--- src/rtl/uart_core.sv ---
// UART transmitter/receiver pair with load/unload handshakes.
// TX runs on a 1x baud tick; RX oversamples on a 16x tick and samples mid-bit.
module uart_core #(
    parameter int STOP_BITS = 1
) (
    input  logic       clk,
    input  logic       reset,
    input  logic       tx_tick,
    input  logic       rx_tick,
    input  logic       ld_tx_req,
    output logic       ld_tx_ack,
    input  logic [7:0] tx_data,
    input  logic       tx_enable,
    output logic       tx_out,
    output logic       tx_empty,
    input  logic       uld_rx_req,
    output logic       uld_rx_ack,
    output logic [7:0] rx_data,
    input  logic       rx_enable,
    input  logic       rx_in,
    output logic       rx_empty,
    output logic       rx_frame_err,
    output logic       rx_overrun
);

    localparam logic STOP_LAST = (STOP_BITS == 2) ? 1'b1 : 1'b0;

    typedef enum logic [1:0] {TX_IDLE, TX_START, TX_DATA, TX_STOP} tx_state_t;
    typedef enum logic [1:0] {RX_IDLE, RX_START, RX_DATA, RX_STOP} rx_state_t;

    tx_state_t  r_tx_state, w_tx_state_next;
    logic [2:0] r_tx_bit_cnt, w_tx_bit_cnt_next;
    logic       r_tx_stop_cnt, w_tx_stop_cnt_next;
    logic       r_tx_out, w_tx_out_next;
    logic       w_tx_done;
    logic [7:0] r_tx_hold;
    logic       r_tx_empty;
    logic       r_ld_tx_ack;
    logic       w_tx_load;

    rx_state_t  r_rx_state, w_rx_state_next;
    logic [3:0] r_rx_tick_cnt, w_rx_tick_cnt_next;
    logic [2:0] r_rx_bit_cnt, w_rx_bit_cnt_next;
    logic [7:0] r_rx_shift, w_rx_shift_next;
    logic       w_rx_done;
    logic       w_rx_ferr;
    logic       r_rx_sync1, r_rx_sync2;
    logic [7:0] r_rx_hold;
    logic       r_rx_empty;
    logic       r_rx_ferr_pend, r_rx_ovr_pend;
    logic       r_uld_rx_ack;
    logic [7:0] r_rx_data;
    logic       r_rx_frame_err, r_rx_overrun;
    logic       w_rx_unload;

    assign w_tx_load   = ld_tx_req && !r_ld_tx_ack && r_tx_empty;
    assign w_rx_unload = uld_rx_req && !r_uld_rx_ack && !r_rx_empty;

    // The holding register doubles as the shift source: it cannot be reloaded
    // until the frame ends because tx_empty stays low throughout.
    always_comb begin
        w_tx_state_next    = r_tx_state;
        w_tx_bit_cnt_next  = r_tx_bit_cnt;
        w_tx_stop_cnt_next = r_tx_stop_cnt;
        w_tx_out_next      = r_tx_out;
        w_tx_done          = 1'b0;
        if (tx_tick) begin
            unique case (r_tx_state)
                TX_IDLE: begin
                    if (!r_tx_empty && tx_enable) begin
                        w_tx_state_next = TX_START;
                        w_tx_out_next   = 1'b0;
                    end
                end
                TX_START: begin
                    w_tx_state_next   = TX_DATA;
                    w_tx_bit_cnt_next = 3'd0;
                    w_tx_out_next     = r_tx_hold[0];
                end
                TX_DATA: begin
                    if (r_tx_bit_cnt == 3'd7) begin
                        w_tx_state_next    = TX_STOP;
                        w_tx_stop_cnt_next = 1'b0;
                        w_tx_out_next      = 1'b1;
                    end else begin
                        w_tx_bit_cnt_next = r_tx_bit_cnt + 3'd1;
                        w_tx_out_next     = r_tx_hold[r_tx_bit_cnt + 3'd1];
                    end
                end
                TX_STOP: begin
                    if (r_tx_stop_cnt == STOP_LAST) begin
                        w_tx_state_next = TX_IDLE;
                        w_tx_done       = 1'b1;
                    end else begin
                        w_tx_stop_cnt_next = 1'b1;
                    end
                end
                default: w_tx_state_next = TX_IDLE;
            endcase
        end
    end

    always_ff @(posedge clk) begin
        if (reset) begin
            r_tx_state    <= TX_IDLE;
            r_tx_bit_cnt  <= 3'd0;
            r_tx_stop_cnt <= 1'b0;
            r_tx_out      <= 1'b1;
        end else begin
            r_tx_state    <= w_tx_state_next;
            r_tx_bit_cnt  <= w_tx_bit_cnt_next;
            r_tx_stop_cnt <= w_tx_stop_cnt_next;
            r_tx_out      <= w_tx_out_next;
        end
    end

    always_ff @(posedge clk) begin
        if (reset) begin
            r_tx_hold   <= 8'h00;
            r_tx_empty  <= 1'b1;
            r_ld_tx_ack <= 1'b0;
        end else if (w_tx_load) begin
            r_tx_hold   <= tx_data;
            r_tx_empty  <= 1'b0;
            r_ld_tx_ack <= 1'b1;
        end else begin
            if (!ld_tx_req) r_ld_tx_ack <= 1'b0;
            if (w_tx_done)  r_tx_empty  <= 1'b1;
        end
    end

    always_ff @(posedge clk) begin
        if (reset) begin
            r_rx_sync1 <= 1'b1;
            r_rx_sync2 <= 1'b1;
        end else begin
            r_rx_sync1 <= rx_in;
            r_rx_sync2 <= r_rx_sync1;
        end
    end

    // Start is confirmed 8 ticks after the falling edge, which centres every
    // later 16-tick sample in its bit.
    always_comb begin
        w_rx_state_next    = r_rx_state;
        w_rx_tick_cnt_next = r_rx_tick_cnt;
        w_rx_bit_cnt_next  = r_rx_bit_cnt;
        w_rx_shift_next    = r_rx_shift;
        w_rx_done          = 1'b0;
        w_rx_ferr          = 1'b0;
        if (rx_tick) begin
            unique case (r_rx_state)
                RX_IDLE: begin
                    if (!r_rx_sync2 && rx_enable) begin
                        w_rx_state_next    = RX_START;
                        w_rx_tick_cnt_next = 4'd0;
                    end
                end
                RX_START: begin
                    if (r_rx_tick_cnt == 4'd7) begin
                        w_rx_tick_cnt_next = 4'd0;
                        w_rx_bit_cnt_next  = 3'd0;
                        w_rx_state_next    = r_rx_sync2 ? RX_IDLE : RX_DATA;
                    end else begin
                        w_rx_tick_cnt_next = r_rx_tick_cnt + 4'd1;
                    end
                end
                RX_DATA: begin
                    if (r_rx_tick_cnt == 4'd15) begin
                        w_rx_tick_cnt_next = 4'd0;
                        w_rx_shift_next    = {r_rx_sync2, r_rx_shift[7:1]};
                        if (r_rx_bit_cnt == 3'd7) w_rx_state_next = RX_STOP;
                        else                      w_rx_bit_cnt_next = r_rx_bit_cnt + 3'd1;
                    end else begin
                        w_rx_tick_cnt_next = r_rx_tick_cnt + 4'd1;
                    end
                end
                RX_STOP: begin
                    if (r_rx_tick_cnt == 4'd15) begin
                        w_rx_state_next    = RX_IDLE;
                        w_rx_tick_cnt_next = 4'd0;
                        w_rx_done          = 1'b1;
                        w_rx_ferr          = !r_rx_sync2;
                    end else begin
                        w_rx_tick_cnt_next = r_rx_tick_cnt + 4'd1;
                    end
                end
                default: w_rx_state_next = RX_IDLE;
            endcase
        end
    end

    always_ff @(posedge clk) begin
        if (reset) begin
            r_rx_state    <= RX_IDLE;
            r_rx_tick_cnt <= 4'd0;
            r_rx_bit_cnt  <= 3'd0;
            r_rx_shift    <= 8'h00;
        end else begin
            r_rx_state    <= w_rx_state_next;
            r_rx_tick_cnt <= w_rx_tick_cnt_next;
            r_rx_bit_cnt  <= w_rx_bit_cnt_next;
            r_rx_shift    <= w_rx_shift_next;
        end
    end

    // A completion coinciding with an unload refills holding without overrun.
    always_ff @(posedge clk) begin
        if (reset) begin
            r_rx_hold      <= 8'h00;
            r_rx_empty     <= 1'b1;
            r_rx_ferr_pend <= 1'b0;
            r_rx_ovr_pend  <= 1'b0;
            r_uld_rx_ack   <= 1'b0;
            r_rx_data      <= 8'h00;
            r_rx_frame_err <= 1'b0;
            r_rx_overrun   <= 1'b0;
        end else begin
            if (w_rx_unload) begin
                r_rx_data      <= r_rx_hold;
                r_rx_frame_err <= r_rx_ferr_pend;
                r_rx_overrun   <= r_rx_ovr_pend;
                r_uld_rx_ack   <= 1'b1;
            end else if (!uld_rx_req) begin
                r_uld_rx_ack   <= 1'b0;
            end
            if (w_rx_done) begin
                r_rx_hold      <= r_rx_shift;
                r_rx_empty     <= 1'b0;
                r_rx_ferr_pend <= w_rx_ferr;
                r_rx_ovr_pend  <= !r_rx_empty && !w_rx_unload;
            end else if (w_rx_unload) begin
                r_rx_empty     <= 1'b1;
                r_rx_ferr_pend <= 1'b0;
                r_rx_ovr_pend  <= 1'b0;
            end
        end
    end

    assign ld_tx_ack    = r_ld_tx_ack;
    assign tx_out       = r_tx_out;
    assign tx_empty     = r_tx_empty;
    assign uld_rx_ack   = r_uld_rx_ack;
    assign rx_data      = r_rx_data;
    assign rx_empty     = r_rx_empty;
    assign rx_frame_err = r_rx_frame_err;
    assign rx_overrun   = r_rx_overrun;

endmodule

--- config.mk ---
export PLATFORM = sky130hd
export DESIGN_NAME = uart_core
export DESIGN_NICKNAME = d
export VERILOG_FILES = /design/src/rtl/uart_core.sv
export SDC_FILE = /design/constraint.sdc
export NUM_CORES = 1
export LEC_CHECK = 0
export ABC_CLOCK_PERIOD_IN_PS = 2820
export BUFFER_PORTS_ARGS = -buffer_cell sky130_fd_sc_hd__buf_2
export CORE_AREA = 2 2 70 72
export DETAILED_ROUTE_END_ITERATION = 6
export DIE_AREA = 0 0 72 74
export PLACE_DENSITY = 0.78
export SKIP_LAST_GASP = 1
export SLEW_MARGIN = 20
export SYNTH_ARGS = -nofsm -noshare
export SYNTH_HDL_FRONTEND = slang
export SYNTH_SLANG_ARGS = --single-unit
--- constraint.sdc ---
create_clock -name clk -period 2.82 [get_ports clk]
set_input_delay 0.846 -clock clk [delete_from_list [all_inputs] [get_ports clk]]
set_output_delay 0.846 -clock clk [all_outputs]
set_load 0.1 [all_outputs]
# [After elaboration in Yosys (flattened, before gate mapping)]
# Cells that the tools add are included.
[word_totals] register_bits=58 latchBits=0 ramBits=0 mem_bits_ro=0 input_bits=17 output_inout_bits=15 n_memories=0
[op_classes] n_addsub=3 n_mul=0 n_div=0 magnitude_cmp=1 eq_ne=22 shift=0 mux=49 bitwise=0 reduce_logical=30
[op_table] operator="$mux 1" count=25
[op_table] operator="$ne 2x2->1 const B" count=10
[op_table] operator="$mux 2" count=9
[op_table] operator="$pmux 2 s4" count=2
[op_table] operator="$mux 3" count=4
[op_table] operator="$mux 4" count=3
[op_table] operator="$pmux 3 s2" count=2
[op_table] operator="$pmux 4 s3" count=1
[op_table] operator="$reduce_and 3->1" count=4
[op_table] operator="$reduce_bool 2->1" count=5
[op_table] operator="$eq 2x2->1 const B" count=4
[op_table] operator="$logic_and 1x1->1" count=7
[op_table] operator="$add 3x1->3 const B" count=2
[op_table] operator="$eq 3x3->1 const B" count=2
[op_table] operator="$logic_not 1->1" count=6
[op_table] operator="$reduce_and 6->1" count=1
[op_table] operator="$reduce_and 5->1" count=1
[op_table] operator="$add 4x1->4 const B" count=1
[op_table] operator="$eq 2x1->1 const B" count=2
[op_table] operator="$eq 4x3->1 const B" count=1
[op_table] operator="$eq 4x4->1 const B" count=1
[op_table] operator="$logic_not 2->1" count=2
[op_table] operator="$lt 3x4->1 const B" count=1
[op_table] operator="$ne 2x1->1 const B" count=2
[op_table] operator="other kinds (7)" count=7

# [Logic depth before layout (Yosys ltp)]
# Gate-level depths: netlist of run 1.
[depth] depth_word=6 depth_mapped=7

# [Worst setup path after synthesis of run 1]
# Ideal clock, no wire load.
[synth_timing] path_kind="register to register" startpoint="register r_ld_tx_ack, in the netlist ld_tx_ack" endpoint="register r_tx_hold[6]" setup_time_ns=0.128 arrival_ns=1.809 slack_ns=0.883 path_stages_with_launch=5 n_path_buf=1 period_less_slack_ns=1.937 cell_sequence="dfxtp_1 nand3b_1 clkbuf_1 mux2i_1 nor2_1"
[synth_via] elab_chain_len=3
[synth_lines] element="from (decl)" line="38" text="logic r_ld_tx_ack;"
[synth_lines] element="from (signal assigned)" line="121" text="r_ld_tx_ack <= 1'b0;"
[synth_lines] element="from (signal assigned)" line="125" text="r_ld_tx_ack <= 1'b1;"
[synth_lines] element="from (signal assigned)" line="127" text="if (!ld_tx_req) r_ld_tx_ack <= 1'b0;"
[synth_lines] element="$logic_not 1->1" line="56" text="assign w_tx_load = ld_tx_req && !r_ld_tx_ack && r_tx_empty;"
[synth_lines] element="$logic_and 1x1->1 (2 in series)" line="56"
[synth_lines] element="to (signal assigned)" line="123" text="r_tx_hold <= tx_data;"
[synth_lines] element="to (decl)" line="36" text="logic [7:0] r_tx_hold;"
# No other way between the ends.
# A chain may end at the register's enable or synchronous reset.

# [Worst setup path after layout of run 1]
[layout_timing] startpoint="register r_rx_empty, in the netlist rx_empty" endpoint="output rx_empty"
[layout_lines] element="from (decl)" line="49" text="logic r_rx_empty;"
[layout_lines] element="from (signal assigned)" line="211" text="r_rx_empty <= 1'b1;"
[layout_lines] element="from (signal assigned)" line="229" text="r_rx_empty <= 1'b0;"
[layout_lines] element="from (signal assigned)" line="233" text="r_rx_empty <= 1'b1;"
[layout_lines] element="to (decl)" line="21" text="output logic rx_empty,"
# No word-level cell between the ends.

==> results.sh, run 1 <==
export IMPL_timing_worst_slew_pin_value_ns=0.539
export IMPL_status="complete, no violations"
export IMPL_drtAntennaViolNets=0
export IMPL_post_drt_via_cell_ratio=5.35
export IMPL_cp_start_kind="register"
export IMPL_cts_sinks=57
export IMPL_dp_cells=321
export IMPL_grtUsageTotal=0.186
export IMPL_mappedNetlistNets=274
export IMPL_report_final_hold_viol_count=0
export IMPL_critical_path_buf_inv_count=1
export IMPL_ys_ff_latch=57
export IMPL_grt_pass1_wl_um=7600
export IMPL_drtIter0Drc=59
export IMPL_maxSlewHeadroom=0.640
export IMPL_maxCapViolations=0
export IMPL_initial_core_util=0.534
export IMPL_timing_critical_path_slowest_cell_delay_ns=0.46
export IMPL_final_setup_viol_count=0
export IMPL_dieArea_mm2=0.00533
export IMPL_syn_instance_count=246
export IMPL_post_route_min_period_ns=2.04
export IMPL_synthDistinctLibCells=42
export IMPL_synthArstFlopShare=0
export IMPL_detailroute_via_count=1803
export IMPL_timing_max_transition_violations_final=0
export IMPL_gp_congestion=0.819
export IMPL_synth_sequential_area_ratio=0.465
export IMPL_critical_path_peak_fanout=5
export IMPL_drive_above_1_share=0.223
export IMPL_holdBufCountCts=0
export IMPL_post_cts_setup_buffer_count=0
export IMPL_yosys_most_used_dff="sky130_fd_sc_hd__dfxtp_1"
export IMPL_timing_setup_tns_ns=0
export IMPL_number_of_antenna_violations_at_the_first_check_in_global_routing=0
export IMPL_report_power_total_uw=1670
export IMPL_worst_skew_pair_late_latency_ns=0.33
export IMPL_cell_by_cell_trace_of_the_critical_path="buf_2"
export IMPL_power_static_leakage_uw=0.00119
export IMPL_die_width_um=72
export IMPL_max_clock_freq_mhz=490
export IMPL_fin_worst_skew_ns=0.00587
export IMPL_avgRoutedWirePerCell_um=12.9
export IMPL_cts_max_path_buffers=2
export IMPL_peakVddDrop_uv=360
export IMPL_worst_setup_path_end_kind="primary output"
export IMPL_synth_edf_count=0
export IMPL_diodes=0
export IMPL_worst_path_dominant_cell_family="buffers and inverters"
export IMPL_hpwl_um=3020
export IMPL_syn_cell_area_mm2=0.00246
export IMPL_io_pins=32
export IMPL_final_min_period_over_clock_period=0.724
export IMPL_ys_warn_count=0
export IMPL_holdCritPathClass="reg2reg"
export IMPL_ctsResizeCount=0
export IMPL_io_buffers=31
export IMPL_final_cells=337
export IMPL_die_h_um=74
export IMPL_globalRoute_totalOverflow=0
export IMPL_grt_max_degree=32
export IMPL_tritoncts="built"
export IMPL_cts_root_buf="sky130_fd_sc_hd__clkbuf_8"
export IMPL_synthToLayoutAreaGrowth_pct=16.3
export IMPL_route_final_wire_length_um=4340
export IMPL_synth_area_per_cell_um2=9.98
export IMPL_layout_nets=306
export IMPL_first_pass_drt_iterations=4
export IMPL_critical_path_slowest_cell="sky130_fd_sc_hd__buf_2"
export IMPL_htreeDepth=3
export IMPL_worst_path_arrival_ns=1.20
export IMPL_crit_type="reg2out"
export IMPL_grt_pass1_vias=1719
export IMPL_r2r_slack_ns=0.90
export IMPL_final_fill_count=389
export IMPL_placeableCoreArea_mm2=0.00460
export IMPL_worst_ep_required_time_ns=1.97
export IMPL_grt_setup_unrepaired="false"
export IMPL_power_density_mw_per_mm2=586
export IMPL_post_route_drc_count=0
export IMPL_numCtsBuffers=9
export IMPL_rows=25
export IMPL_clock_pin_slew_reported_for_the_worst_setup_and_hold_paths_after_clock_tree_synthesis_ns=0.06
metrics by stage:
step | cell area [µm²] | worst slack (ns) | util | hold slack, ns
2_1_floorplan | 2460 | 0.883 | - | 0.389
3_3_place_gp | 2660 | 0.642 | 0.579 | 0.395
3_5_place_dp | 2660 | 0.612 | 0.579 | 0.398
4_1_cts | 2860 | 0.770 | 0.621 | 0.413
5_1_grt | 2860 | 0.713 | 0.621 | 0.424
6_report | 2860 | 0.779 | 0.621 | 0.409
cells in the mapped netlist, types with 2 or more instances:
cell type	instances	area share
sky130_fd_sc_hd__inv_1	7	0.011
sky130_fd_sc_hd__nand3_1	2	0.0041
sky130_fd_sc_hd__nand3b_1	2	0.0061
sky130_fd_sc_hd__nor2_1	47	0.072
sky130_fd_sc_hd__mux2i_1	37	0.15
sky130_fd_sc_hd__a211oi_1	4	0.012
sky130_fd_sc_hd__mux4_2	2	0.018
sky130_fd_sc_hd__clkbuf_1	8	0.012
sky130_fd_sc_hd__ha_1	11	0.056
sky130_fd_sc_hd__dfxtp_1	57	0.46
sky130_fd_sc_hd__a21oi_1	10	0.020
sky130_fd_sc_hd__nand4b_1	2	0.0071
sky130_fd_sc_hd__or2_2	4	0.010
sky130_fd_sc_hd__and3b_1	2	0.0071
sky130_fd_sc_hd__nand4_1	5	0.013
sky130_fd_sc_hd__a21o_1	2	0.0061
sky130_fd_sc_hd__nand2_1	9	0.014
sky130_fd_sc_hd__nor3b_1	2	0.0061
sky130_fd_sc_hd__nor2b_1	2	0.0051
sky130_fd_sc_hd__nand2b_1	3	0.0076
sky130_fd_sc_hd__or4b_1	2	0.0082
sky130_fd_sc_hd__mux2_2	2	0.0092
sky130_fd_sc_hd__buf_2	5	0.010
flip-flops by register name, indices dropped and copies added (netlist names), 2 cells and up, named ones only:
register,flops
r_rx_bit_cnt,3
r_rx_hold,8
r_rx_shift,8
r_rx_tick_cnt,4
r_tx_bit_cnt,3
r_tx_hold,8
r_tx_state,2
rx_data,8
logic make-up after synthesis:
kind of cell / count (synthesis) / synth area share
flops: 57 / 0.465
buf+inv: 20 / 0.0331
mux: 41 / 0.178
compound gates: 29 / 0.0815
simple gates: 88 / 0.186
fa+ha+maj: 11 / 0.0560
final timing paths:
kind                            depth (start not counted)            start          to
worst min-delay path                                    1       r_rx_sync1  r_rx_sync2
worst max-delay path                                    1         rx_empty    rx_empty
worst max register to register                          5  r_tx_bit_cnt[0]      tx_out
worst min register to register                          1       r_rx_sync1  r_rx_sync2
placed cells by master, fill, tap and decap left out, drive strengths merged:
| cell type | count |
|---|---|
| a2111oi | 1 |
| a211oi | 4 |
| a21o | 2 |
| a21oi | 10 |
| a221oi | 1 |
| a31oi | 1 |
| a32oi | 1 |
| and3b | 2 |
| and4bb | 1 |
| buf | 34 |
| clkbuf | 14 |
| clkinv | 2 |
| dfxtp | 57 |
| ha | 11 |
| inv | 7 |
| mux2 | 2 |
| mux2i | 37 |
| mux4 | 2 |
| nand2 | 9 |
| nand2b | 3 |
| nand3 | 3 |
| nand3b | 2 |
| nand4 | 5 |
| nand4b | 2 |
| nor2 | 47 |
| nor2b | 2 |
| nor3 | 2 |
| nor3b | 3 |
| nor4b | 1 |
| o2111ai | 1 |
| o211a | 1 |
| o211ai | 1 |
| o21a | 1 |
| o21ai | 2 |
| o21ba | 1 |
| o21bai | 2 |
| or2 | 4 |
| or4b | 2 |
area by class of cell:
cell class	count	area (µm²)	share of cell area
sequential	57	1140	0.399
tap	54	67.6	0.0237
clock inverter	2	10.0	0.00350
timing repair buffer	34	190	0.0666
multi-input combinational	169	1240	0.434
clock buffer	14	183	0.0640
inverter	7	26.3	0.00920
where the power goes:
| group | total (µW) | leakage (µW) | internal, µW | switching (µW) |
|---|---|---|---|---|
| registers | 833 | 0.000462 | 821 | 12.4 |
| logic | 118 | 0.000623 | 45.0 | 73.4 |
| clock network | 722 | 0.000102 | 412 | 310 |
| total | 1670 | 0.00119 | 1280 | 395 |
layer usage:
metal | part of all wire | wire (µm) | track usage | vias to the layer above
met5 | 0 | 0 | 0 | -
met4 | 0.020 | 85 | 0.101 | 0
li1 | - | - | - | 925
met2 | 0.46 | 1990 | 0.291 | 27
met1 | 0.48 | 2100 | 0.233 | 843
met3 | 0.038 | 163 | 0.0542 | 8
(Power assumes the default switching activity.)
==> inputs of run 2 (changes only) <==
--- a/config.mk
+++ b/config.mk
@@ -5,12 +5,12 @@
 export SDC_FILE = /design/constraint.sdc
 export NUM_CORES = 1
 export LEC_CHECK = 0
-export ABC_CLOCK_PERIOD_IN_PS = 2820
+export ABC_CLOCK_PERIOD_IN_PS = 1850
 export BUFFER_PORTS_ARGS = -buffer_cell sky130_fd_sc_hd__buf_2
-export CORE_AREA = 2 2 70 72
+export CORE_AREA = 2 2 73 75
 export DETAILED_ROUTE_END_ITERATION = 6
-export DIE_AREA = 0 0 72 74
-export PLACE_DENSITY = 0.78
+export DIE_AREA = 0 0 75 77
+export PLACE_DENSITY = 0.76
 export SKIP_LAST_GASP = 1
 export SLEW_MARGIN = 20
 export SYNTH_ARGS = -nofsm -noshare
==> constraint.sdc (replaced) <==
create_clock -name clk -period 1.85 [get_ports clk]
set_input_delay 0.555 -clock clk [delete_from_list [all_inputs] [get_ports clk]]
set_output_delay 0.555 -clock clk [all_outputs]
set_load 0.1 [all_outputs]
==> run 2 against run 1 <==
Global-route usage decreased by 0.49 points. Sequential share of layout area decreased by 2.2 points. Via count is 4.5% higher. Clock skew increased by 0.0040 ns. Critical endpoint is now tx_out.
==> results.sh, run 2 (synthesized netlist as in run 1, its figures left out) <==
export IMPL_status="complete, no violations"
export IMPL_first_pass_drt_iterations=4
export IMPL_dieArea_mm2=0.00578
export IMPL_worst_setup_path_end_kind="register"
export IMPL_number_of_antenna_violations_at_the_first_check_in_global_routing=0
export IMPL_globalRoute_totalOverflow=0
export IMPL_numCtsBuffers=9
export IMPL_fin_util=0.610
export IMPL_worst_ep_required_time_ns=2.06
export IMPL_crit_type="reg2reg"
export IMPL_final_fill_count=412
export IMPL_critical_path_peak_fanout=3
export IMPL_drtIter0Drc=69
export IMPL_route_final_wire_length_um=4750
export IMPL_cts_sinks=57
export IMPL_layout_commonest_cell="sky130_fd_sc_hd__dfxtp_1"
export IMPL_grt_max_degree=31
export IMPL_dp_cells=344
export IMPL_post_route_min_period_ns=1.82
export IMPL_timing_max_transition_violations_final=0
export IMPL_cts_root_buf="sky130_fd_sc_hd__clkbuf_8"
export IMPL_io_pins=32
export IMPL_hpwl_um=3170
export IMPL_cp_start_kind="register"
export IMPL_worst_path_arrival_ns=2.03
export IMPL_report_final_hold_viol_count=0
export IMPL_drive_above_1_share=0.279
export IMPL_diodes=0
export IMPL_maxSlewHeadroom=0.607
export IMPL_htreeDepth=3
export IMPL_grt_setup_unrepaired="true"
export IMPL_power_static_leakage_uw=0.00123
export IMPL_tritoncts="built"
export IMPL_grt_pass1_wl_um=7940
export IMPL_die_width_um=75
export IMPL_placeableCoreArea_mm2=0.00498
export IMPL_peakVddDrop_uv=932
export IMPL_power_density_mw_per_mm2=959
export IMPL_final_cells=360
export IMPL_drtAntennaViolNets=0
export IMPL_maxCapViolations=0
export IMPL_avgRoutedWirePerCell_um=13.2
export IMPL_grtUsageTotal=0.181
export IMPL_io_buffers=31
export IMPL_worst_skew_pair_late_latency_ns=0.33
export IMPL_fin_worst_skew_ns=0.00984
export IMPL_rows=26
export IMPL_timing_setup_tns_ns=0
export IMPL_final_min_period_over_clock_period=0.984
export IMPL_post_drt_via_cell_ratio=5.23
export IMPL_initial_core_util=0.493
export IMPL_post_route_drc_count=0
export IMPL_placed_cell_area_mm2=0.00273
export IMPL_timing_worst_slew_pin_value_ns=0.589
export IMPL_report_power_total_uw=2910
export IMPL_area_sequential_mm2=0.00115
export IMPL_detailroute_via_count=1884
export IMPL_clock_pin_slew_reported_for_the_worst_setup_and_hold_paths_after_clock_tree_synthesis_ns=0.07
export IMPL_cts_max_path_buffers=2
export IMPL_final_area_mm2=0.00304
export IMPL_die_h_um=77
export IMPL_holdCritPathClass="reg2reg"
export IMPL_max_clock_freq_mhz=549
export IMPL_multiInputGateArea_mm2=0.00130
export IMPL_gp_congestion=0.831
export IMPL_synthToLayoutAreaGrowth_pct=23.7
export IMPL_most_common_layout_cells="sky130_fd_sc_hd__dfxtp_1, sky130_fd_sc_hd__nor2_1, sky130_fd_sc_hd__mux2i_1"
export IMPL_layout_nets=313
export IMPL_grt_pass1_vias=1758
export IMPL_final_setup_viol_count=0
-- run 2: cell count changes in the layout (fill, tap and decap cells not counted), moves of 3 or more --
cell / previous run / this run
sky130_fd_sc_hd__buf_4: 2 / 10
sky130_fd_sc_hd__dfxtp_1: 57 / 53
sky130_fd_sc_hd__dfxtp_2: 0 / 4
sky130_fd_sc_hd__bufinv_16: 0 / 3
sky130_fd_sc_hd__clkbuf_8: 13 / 10
-- run 2: cell type report --
class	instances	share of cell area
clock inverters	6	0.0375
multi-input cells	169	0.427
clock buffers	10	0.0453
repair buffers	41	0.0758
well taps	70	0.0288
inverters	7	0.00865
flip-flops and latches	57	0.377
-- run 2: worst paths after layout --
check                                      from    endpoint  slack [ns]  cells past startpoint
worst min-delay path                 r_rx_sync1  r_rx_sync2        0.41                      1
worst min register to register       r_rx_sync1  r_rx_sync2        0.41                      1
worst max-delay path            r_tx_bit_cnt[0]      tx_out        0.03                      5
worst max register to register  r_tx_bit_cnt[0]      tx_out        0.03                      5
-- run 2: routing by layer --
metal / vias to the layer above / global-route usage / part of all wire / routed length [µm]
met2: 34 / 0.258 / 0.47 / 2230
met4: 0 / 0.114 / 0.020 / 95
li1: 942 / - / - / -
met3: 9 / 0.0460 / 0.032 / 154
met5: - / 0 / 0 / 0
met1: 899 / 0.238 / 0.48 / 2270
-- run 2: power by group --
part           switching (µW)  total (µW)  internal, µW
registers                20.7        1270          1250
clock network             511        1450           935
logic                     119         193          74.7
-- run 2: stage by stage --
stage	hold WS [ns]	setup slack [ns]
2_1_floorplan	0.389	0.0475
3_3_place_gp	0.401	0.0411
3_5_place_dp	0.398	-0.0403
4_1_cts	0.400	0.0157
5_1_grt	0.407	-0.0195
6_report	0.412	0.0294
-- run 2: timing repair --
| item | 4_1_cts | 5_1_grt |
|---|---|---|
| setup buffers | 0 | 0 |
| pin swaps | 0 | 3 |
| setup endpoints to repair | 1 | 5 |
| gates resized for setup | 3 | 9 |
| hold buffers | 0 | 0 |
-- run 2: worst max-delay path, stage by stage, from the launching register on --
cell                        delay (ns)
sky130_fd_sc_hd__dfxtp_2          0.34
sky130_fd_sc_hd__ha_4             0.29
sky130_fd_sc_hd__mux4_2           0.51
sky130_fd_sc_hd__mux2_4           0.29
sky130_fd_sc_hd__o2111ai_2        0.17
sky130_fd_sc_hd__nand4b_1         0.10
